## src/rtl/mips_pkg.sv

```systemverilog
//==============================================================================
// Module      : mips_pkg
// Description : Shared MIPS constants: datapath width, opcode/funct codes,
//               the NOP encoding and instruction field bit positions.
// Revision    : 1.0 - initial release
//==============================================================================
`default_nettype none

package mips_pkg;

    localparam int DATA_W = 32;

    // Opcodes
    localparam logic [5:0] R_TYPE = 6'h00;
    localparam logic [5:0] ADDI   = 6'h08;
    localparam logic [5:0] LW     = 6'h23;
    localparam logic [5:0] SW     = 6'h2B;
    localparam logic [5:0] BEQ    = 6'h04;
    localparam logic [5:0] J      = 6'h02;

    // R-type funct codes
    localparam logic [5:0] FUNCT_SLL = 6'h00;
    localparam logic [5:0] FUNCT_ADD = 6'h20;

    // sll $0,$0,0 - the pipeline bubble
    localparam logic [31:0] NOP_INSTR = 32'h0000_0000;

    // Field bit positions
    localparam int OPCODE_MSB  = 31;
    localparam int OPCODE_LSB  = 26;
    localparam int RS_MSB      = 25;
    localparam int RS_LSB      = 21;
    localparam int RT_MSB      = 20;
    localparam int RT_LSB      = 16;
    localparam int RD_MSB      = 15;
    localparam int RD_LSB      = 11;
    localparam int SHAMT_MSB   = 10;
    localparam int SHAMT_LSB   = 6;
    localparam int FUNCT_MSB   = 5;
    localparam int FUNCT_LSB   = 0;
    localparam int IMM_MSB     = 15;
    localparam int IMM_LSB     = 0;
    localparam int JTARGET_MSB = 25;
    localparam int JTARGET_LSB = 0;

endpackage : mips_pkg

`default_nettype wire

```

## src/rtl/instr_field_split.sv

```systemverilog
//==============================================================================
// Module      : instr_field_split
// Description : Purely combinational slicing of a MIPS instruction word into
//               its decode fields; reusable by any pipeline stage.
// Revision    : 1.0 - initial release
//==============================================================================
`default_nettype none

module instr_field_split
    import mips_pkg::*;
(
    input  logic [31:0] instr,
    output logic [5:0]  opcode,
    output logic [4:0]  rs,
    output logic [4:0]  rt,
    output logic [4:0]  rd,
    output logic [4:0]  shamt,
    output logic [5:0]  funct,
    output logic [15:0] imm16,
    output logic [25:0] jtarget
);

    assign opcode  = instr[OPCODE_MSB:OPCODE_LSB];
    assign rs      = instr[RS_MSB:RS_LSB];
    assign rt      = instr[RT_MSB:RT_LSB];
    assign rd      = instr[RD_MSB:RD_LSB];
    assign shamt   = instr[SHAMT_MSB:SHAMT_LSB];
    assign funct   = instr[FUNCT_MSB:FUNCT_LSB];
    assign imm16   = instr[IMM_MSB:IMM_LSB];
    assign jtarget = instr[JTARGET_MSB:JTARGET_LSB];

endmodule : instr_field_split

`default_nettype wire

```

## src/rtl/if_id_register.sv

```systemverilog
//==============================================================================
// Module      : if_id_register
// Description : IF/ID pipeline register with stall hold, flush-to-bubble and
//               a saturating stall counter; presents decoded fields.
// Revision    : 1.0 - initial release
//==============================================================================
`default_nettype none

module if_id_register
    import mips_pkg::*;
#(
    parameter int DATA_W = mips_pkg::DATA_W,
    parameter int CNT_W  = 8
) (
    input  logic              clk,
    input  logic              rst,
    input  logic              stall,
    input  logic              flush,
    input  logic [DATA_W-1:0] instr_in,
    input  logic [DATA_W-1:0] pc_plus4_in,
    output logic [DATA_W-1:0] instr_out,
    output logic [DATA_W-1:0] pc_plus4_out,
    output logic              valid_out,
    output logic [5:0]        opcode,
    output logic [4:0]        rs,
    output logic [4:0]        rt,
    output logic [4:0]        rd,
    output logic [4:0]        shamt,
    output logic [5:0]        funct,
    output logic [15:0]       imm16,
    output logic [25:0]       jtarget,
    output logic [CNT_W-1:0]  stall_count
);

    localparam logic [CNT_W-1:0] c_cnt_max = '1;

    logic [DATA_W-1:0] r_instr;
    logic [DATA_W-1:0] r_pc_plus4;
    logic              r_valid;
    logic [CNT_W-1:0]  r_stall_count;

    // Priority rst > flush > stall > load; flush never counts as a stall cycle
    always_ff @(posedge clk) begin
        if (rst) begin
            r_instr       <= '0;
            r_pc_plus4    <= '0;
            r_valid       <= 1'b0;
            r_stall_count <= '0;
        end else if (flush) begin
            r_instr    <= DATA_W'(NOP_INSTR);
            r_pc_plus4 <= pc_plus4_in;
            r_valid    <= 1'b0;
        end else if (stall) begin
            if (r_stall_count != c_cnt_max) begin
                r_stall_count <= r_stall_count + 1'b1;
            end
        end else begin
            r_instr    <= instr_in;
            r_pc_plus4 <= pc_plus4_in;
            r_valid    <= 1'b1;
        end
    end

    assign instr_out    = r_instr;
    assign pc_plus4_out = r_pc_plus4;
    assign valid_out    = r_valid;
    assign stall_count  = r_stall_count;

    // Fields come from the registered word only, so no input reaches them combinationally
    instr_field_split u_field_split (
        .instr   (r_instr[31:0]),
        .opcode  (opcode),
        .rs      (rs),
        .rt      (rt),
        .rd      (rd),
        .shamt   (shamt),
        .funct   (funct),
        .imm16   (imm16),
        .jtarget (jtarget)
    );

endmodule : if_id_register

`default_nettype wire

```

## config.mk

```make
export PLATFORM = sky130hd
export DESIGN_NAME = if_id_register
export DESIGN_NICKNAME = d
export VERILOG_FILES = /design/src/rtl/mips_pkg.sv /design/src/rtl/instr_field_split.sv /design/src/rtl/if_id_register.sv
export SDC_FILE = /design/constraint.sdc
export NUM_CORES = 1
export LEC_CHECK = 0
export BUFFER_PORTS_ARGS = -buffer_cell sky130_fd_sc_hd__buf_2
export CORE_MARGIN = 5
export CORE_UTILIZATION = 45
export CTS_BUF_LIST = sky130_fd_sc_hd__clkbuf_8 sky130_fd_sc_hd__clkbuf_16
export CTS_CLUSTER_SIZE = 40
export DETAILED_ROUTE_END_ITERATION = 8
export MAX_ROUTING_LAYER = met4
export PLACE_DENSITY = 0.94
export SLEW_MARGIN = 20
export SYNTH_ARGS = -nofsm -noshare
export SYNTH_HDL_FRONTEND = slang
export SYNTH_SLANG_ARGS = --single-unit
```

## constraint.sdc

```tcl
create_clock -name clk -period 2 [get_ports clk]
set_input_delay 0.1 -clock clk [delete_from_list [all_inputs] [get_ports clk]]
set_output_delay 0.1 -clock clk [all_outputs]
set_load 0.01 [all_outputs]
```

Word level (Yosys, flattened, before mapping) --
Index checks and enable logic that the tools add are counted.
Word-level totals: flip-flop bits (word level) 73, bits in latches 0, memory bits (writable) 0, bits in read-only memories 0, bits of input ports 68, logic and storage cells 12, memories kept 0
Operators by class: $add $sub $neg 1, $mul 0, divide/modulo/power cells 0, $lt $le $gt $ge 0, equality and inequality tests 2, shift operators 0, mux-type cells 2, bitwise logic cells 1, reductions and logical operators 2
Operator list (count):
- two-way mux 32 bit | 2
- adder 8 x 1 -> 8 bit (second input constant) | 1
- inequality test 8 bit (second input constant) | 1
- AND reduction 3 bit | 1
- inequality test 2 x 1 -> 1 bit (second input constant) | 1
- OR reduction 2 bit | 1
- NOT 1 bit | 1

Logic depth before layout (Yosys ltp) --
word-level depth 2, depth in mapped cells 6, depth with buffers taken out 5

Hierarchy --
A second synthesis with hierarchy kept.
Second synthesis, totals: cell total of the unflattened synthesis 366, area, all modules 3223.1 sq um
By module, submodules not included:
- if_id_register | instances 1, cells an instance 292, area an instance 2667.6 sq um, seq. area each 1461.4 sq um
- instr_field_split | instances 1, cells an instance 74, area an instance 555.5 sq um, seq. area each 0.0 sq um

Least setup slack after synthesis --
OpenSTA, ideal clock, no wires.
path type register to register, start point reg r_stall_count[0], in the netlist stall_count[0], end point reg r_stall_count[4], in the netlist stall_count[4], arrival 1.254 ns, required time 1.872 ns, path slack 0.619 ns, stages on the path, launching flop included 6, buffers on the path 0, clock period less this slack 1.381 ns, cells stage by stage dfxtp_1 ha_1 nand2_1 a2111oi_4 xnor2_1 nor2_1
Between the ends: cells in the longest elaborated chain, start to end 2, elaborated cells between the ends (all ways) 3, classes of those cells add/sub (1); eq/ne (1); reduce/logical (1)
Ends and longest elaborated chain:
- start, declared | line if_id_register.sv:40 | logic [CNT_W-1:0] r_stall_count;
- start signal, assigned | line if_id_register.sv:55 | r_stall_count <= r_stall_count + 1'b1;
- branches (longest 2 deep; another with adder 8 x 1 -> 8 bit)
Parallel ways; which one is timed is not known. A chain may end at the register's enable or synchronous reset.

Worst setup path in the final report --
Ends and elaborated chain as after synthesis.

==> summary.txt <==
Logic synthesis
  – Seq cells post-synth: 73
  – Area leader, netlist: dfxtp_1
  – Yosys top cell area share: 0.453
  – Ys async rst share: 0
  – Top cells by area in the synthesized netlist: dfxtp_1 (45%), buf_4 (17%), mux2i_1 (10%), nand2_1 (7.7%), a21oi_1 (5.9%)
  – Mapped Cells: between 300 and 400
  – Register area share after synthesis: 0.453
  – Netlist cell types: 29
  – Synth Flop Type: dfxtp_1
  – Mapped Area: between 0.003 and 0.004 mm2
  – Synth Net Count: around 440
  – Post-synth EDFFs: 0
  – Synth Area per Inst: between 8 and 9 um2
  – Ys Warns: 0

Clocking
  – CTS Buffer Depth: 2
  – Root buffer cell: clkbuf_8
  – Clock Sinks: 73
  – TritonCTS clock tree: built
  – Post-CTS Setup Bufs: 0
  – TritonCTS Buffers: 9
  – H-Tree Depth: 3
  – Worst-path clk slew: about 0.080 ns
  – Clk Latency, worst-skew pair: approximately 0.33 ns

STA
  – Hold Slack: 0.00828 ns
  – Max-slew headroom: 0.587
  – Setup total negative slack: 0 ns
  – RSZ-0062 raised after global routing: no
  – Final period util: 0.716
  – Skew final: 0.00273 ns
  – Fin. Hold Viols: 0
  – Endpoints failing setup: 0
  – Max Transition Viols Final: 0
  – Worst slew pin tran: approximately 0.62 ns
  – FMAX: 698 MHz
  – Final min period: ~1.4 ns

Die
  – # IOs: ~220
  – Die height: about 95 um
  – Die area: roughly 0.009 mm2
  – Die W: around 95 um
  – Initial Utilization: 0.469
  – Number of core rows: 30
  – Core area: 0.00687 mm2

Placement
  – Post-detail-place hpwl: approximately 6700 um
  – Dpl cells: approximately 600
  – IO Port Bufs: between 200 and 250
  – Global placement routability congestion: a little under 0.8

GRT
  – Initial antenna violation count: 0
  – Vias in the first global route: between 3000 and 4000
  – Largest net degree at the start of global routing: 34
  – GRT Util Overall: 0.224
  – Wire length of the first global-routing pass: 15200 um
  – GRT overflow: 0

Layout
  – Core Util, Final: 0.668
  – Nets: 625
  – Non-filler cells, final: 657
  – Share of layout cells above drive strength 1: 0.426
  – Area Growth Syn to Fin: 42.3%
  – Antenna cells: 0

Detailed routing
  – Metal3 WL: slightly above 900 um
  – Detailed Route WL: slightly above 10000 um
  – Vias per Instance: 4.68
  – Routed WL per cell: 15.6 um
  – DRC: 0
  – Highest metal used: met4
  – DRT Pass-1 Iters: 4
  – DRT iter0 DRCs: 122
  – DR WL met2: ~5400 um
  – WL met1: 3650 um
  – Final ANT Viol Nets: 0
  – DR vias: 3074

Critical path
  – Critical path's largest stage delay: approximately 0.4 ns
  – Crit Path Category: flop to flop
  – CP max FO: 4
  – Startpoint types: flop
  – Crit. End Element: flop
  – Flop-to-flop setup slack: 0.57 ns
  – FF-to-FF Start: stall_count[0]$_SDFFE_PP0P_
  – Crit path DAT: between 1.5 and 2 ns
  – CP Cell Sequence: ha_1 > nand2_1 > a2111oi_4 > xnor2_1 > nor2_1
  – Slowest cell on crit path: dfxtp_1
  – Number of cells on the worst reg-to-reg path: 5
  – R2R Path End: stall_count[4]$_SDFFE_PP0P_
  – Required time of the critical path: 2.22 ns

Run
  – Max Cap Violations: 0

Power and ir drop
  – PwrDens: between 700 and 800 mW/mm2
  – Peak VDD IR: between 0.6 and 0.7 mV
  – Final total power: around 3500 uW
  – LEAKAGE: ~0.0025 uW

Status
  – Outcome: completed

Worst hold path
  – Tightest Hold Check Type: input pin to flop
  – Hold EP: instr_out[4]$_SDFFE_PP0N_
  – HP Start: instr_in[4]
  – Hold Crit Depth: 3
[critical path, delay by kind of cell, from the launching register on]
family          cells  cell delay [ns]
flops               1             0.39
xor+xnor            1             0.17
simple gates        2             0.19
fa+ha+maj           1             0.21
compound gates      1             0.36
[cells in the mapped netlist (2+ instances only)]
| library cell | n |
|---|---|
| nor3_1 | 2 |
| mux2i_1 | 33 |
| buf_2 | 14 |
| nand2_1 | 66 |
| buf_4 | 75 |
| clkbuf_1 | 4 |
| nor2_1 | 40 |
| dfxtp_1 | 73 |
| a21oi_1 | 38 |
| inv_1 | 2 |
[cell usage in the layout, fill, tap and decap left out]
master,instances
dfxtp_1,73
nand2_1,66
nor2b_2,1
mux2_4,1
nand2b_1,1
xor2_1,1
dlygate4sd3_1,55
o21a_1,1
and3_1,1
nand3_1,1
clkbuf_8,10
a41o_1,1
clkinv_2,1
inv_1,3
buf_4,5
or2_2,1
a2111oi_4,1
clkinvlp_4,1
a211oi_1,1
o21ai_0,1
buf_2,214
and4_4,1
and4_1,1
bufinv_16,3
xnor2_1,1
a21oi_1,38
and4b_1,1
nor2_1,40
ha_1,1
mux2i_1,33
nor3_1,2
[repair_timing]
item                      in CTS  in global routing
resized for setup              0                  0
hold endpoints to repair      55                  0
hold buffers                  55                  0
[power breakdown]
part	leakage (uW)	internal (uW)	switching, uW
combinational	0.00178	256	251
sequential	0.000599	1520	44.7
clock	0.000124	856	530
[how the worst max path moves through the flow]
stage	start	endpoint	slack (ns)	cells after the start
floorplan	stall_count[0]$_SDFFE_PP0P_	stall_count[4]$_SDFFE_PP0P_	0.62	5
global placement	stall_count[0]$_SDFFE_PP0P_	stall_count[4]$_SDFFE_PP0P_	0.65	5
detailed placement	stall_count[0]$_SDFFE_PP0P_	stall_count[4]$_SDFFE_PP0P_	0.57	5
CTS	stall_count[0]$_SDFFE_PP0P_	stall_count[4]$_SDFFE_PP0P_	0.55	5
global route	stall_count[0]$_SDFFE_PP0P_	stall_count[4]$_SDFFE_PP0P_	0.45	5
finish	stall_count[0]$_SDFFE_PP0P_	stall_count[4]$_SDFFE_PP0P_	0.57	5
[per-layer routing]
layer  GRT usage  vias to the layer above
met1       0.222                     1405
met5           -                        -
li1            -                     1486
met3      0.0574                       27
met2       0.412                      156
met4      0.0950                        0
[final cells by class]
cell class,instances,area (um2)
clock inverter,6,106
sequential,73,1460
tap,96,120
clock buffer,10,138
timing repair buffer,274,1660
fill,535,2280
inverter,2,7.51
multi-input combinational,196,1090
[through the flow]
stage          cell area, um2  setup WS (ns)
5_1_grt                  4590          0.446
6_report                 4590          0.567
3_3_place_gp             3790          0.655
2_1_floorplan            3220          0.619
3_5_place_dp             3790          0.566
4_1_cts                  4590          0.550
[cell families (layout without fill, tap and decap cells)]
group | Yosys count | after routing | synth area share
xor gates and xnor gates | 2 | 2 | 0.00544
AOI/OAI and AO/OA | 43 | 43 | 0.0769
DFF | 73 | 73 | 0.453
buffers and inverters | 97 | 292 | 0.208
and+or+nand+nor | 116 | 116 | 0.145
muxes | 34 | 34 | 0.107
adders and majority gates | 1 | 1 | 0.00388
[sequential cells by signal, summed over array words and instances (netlist names)]
register,cells
instr_out,32
pc_plus4_out,32
stall_count,8
valid_out,1
Note: power is estimated with default switching activity, not from simulation.
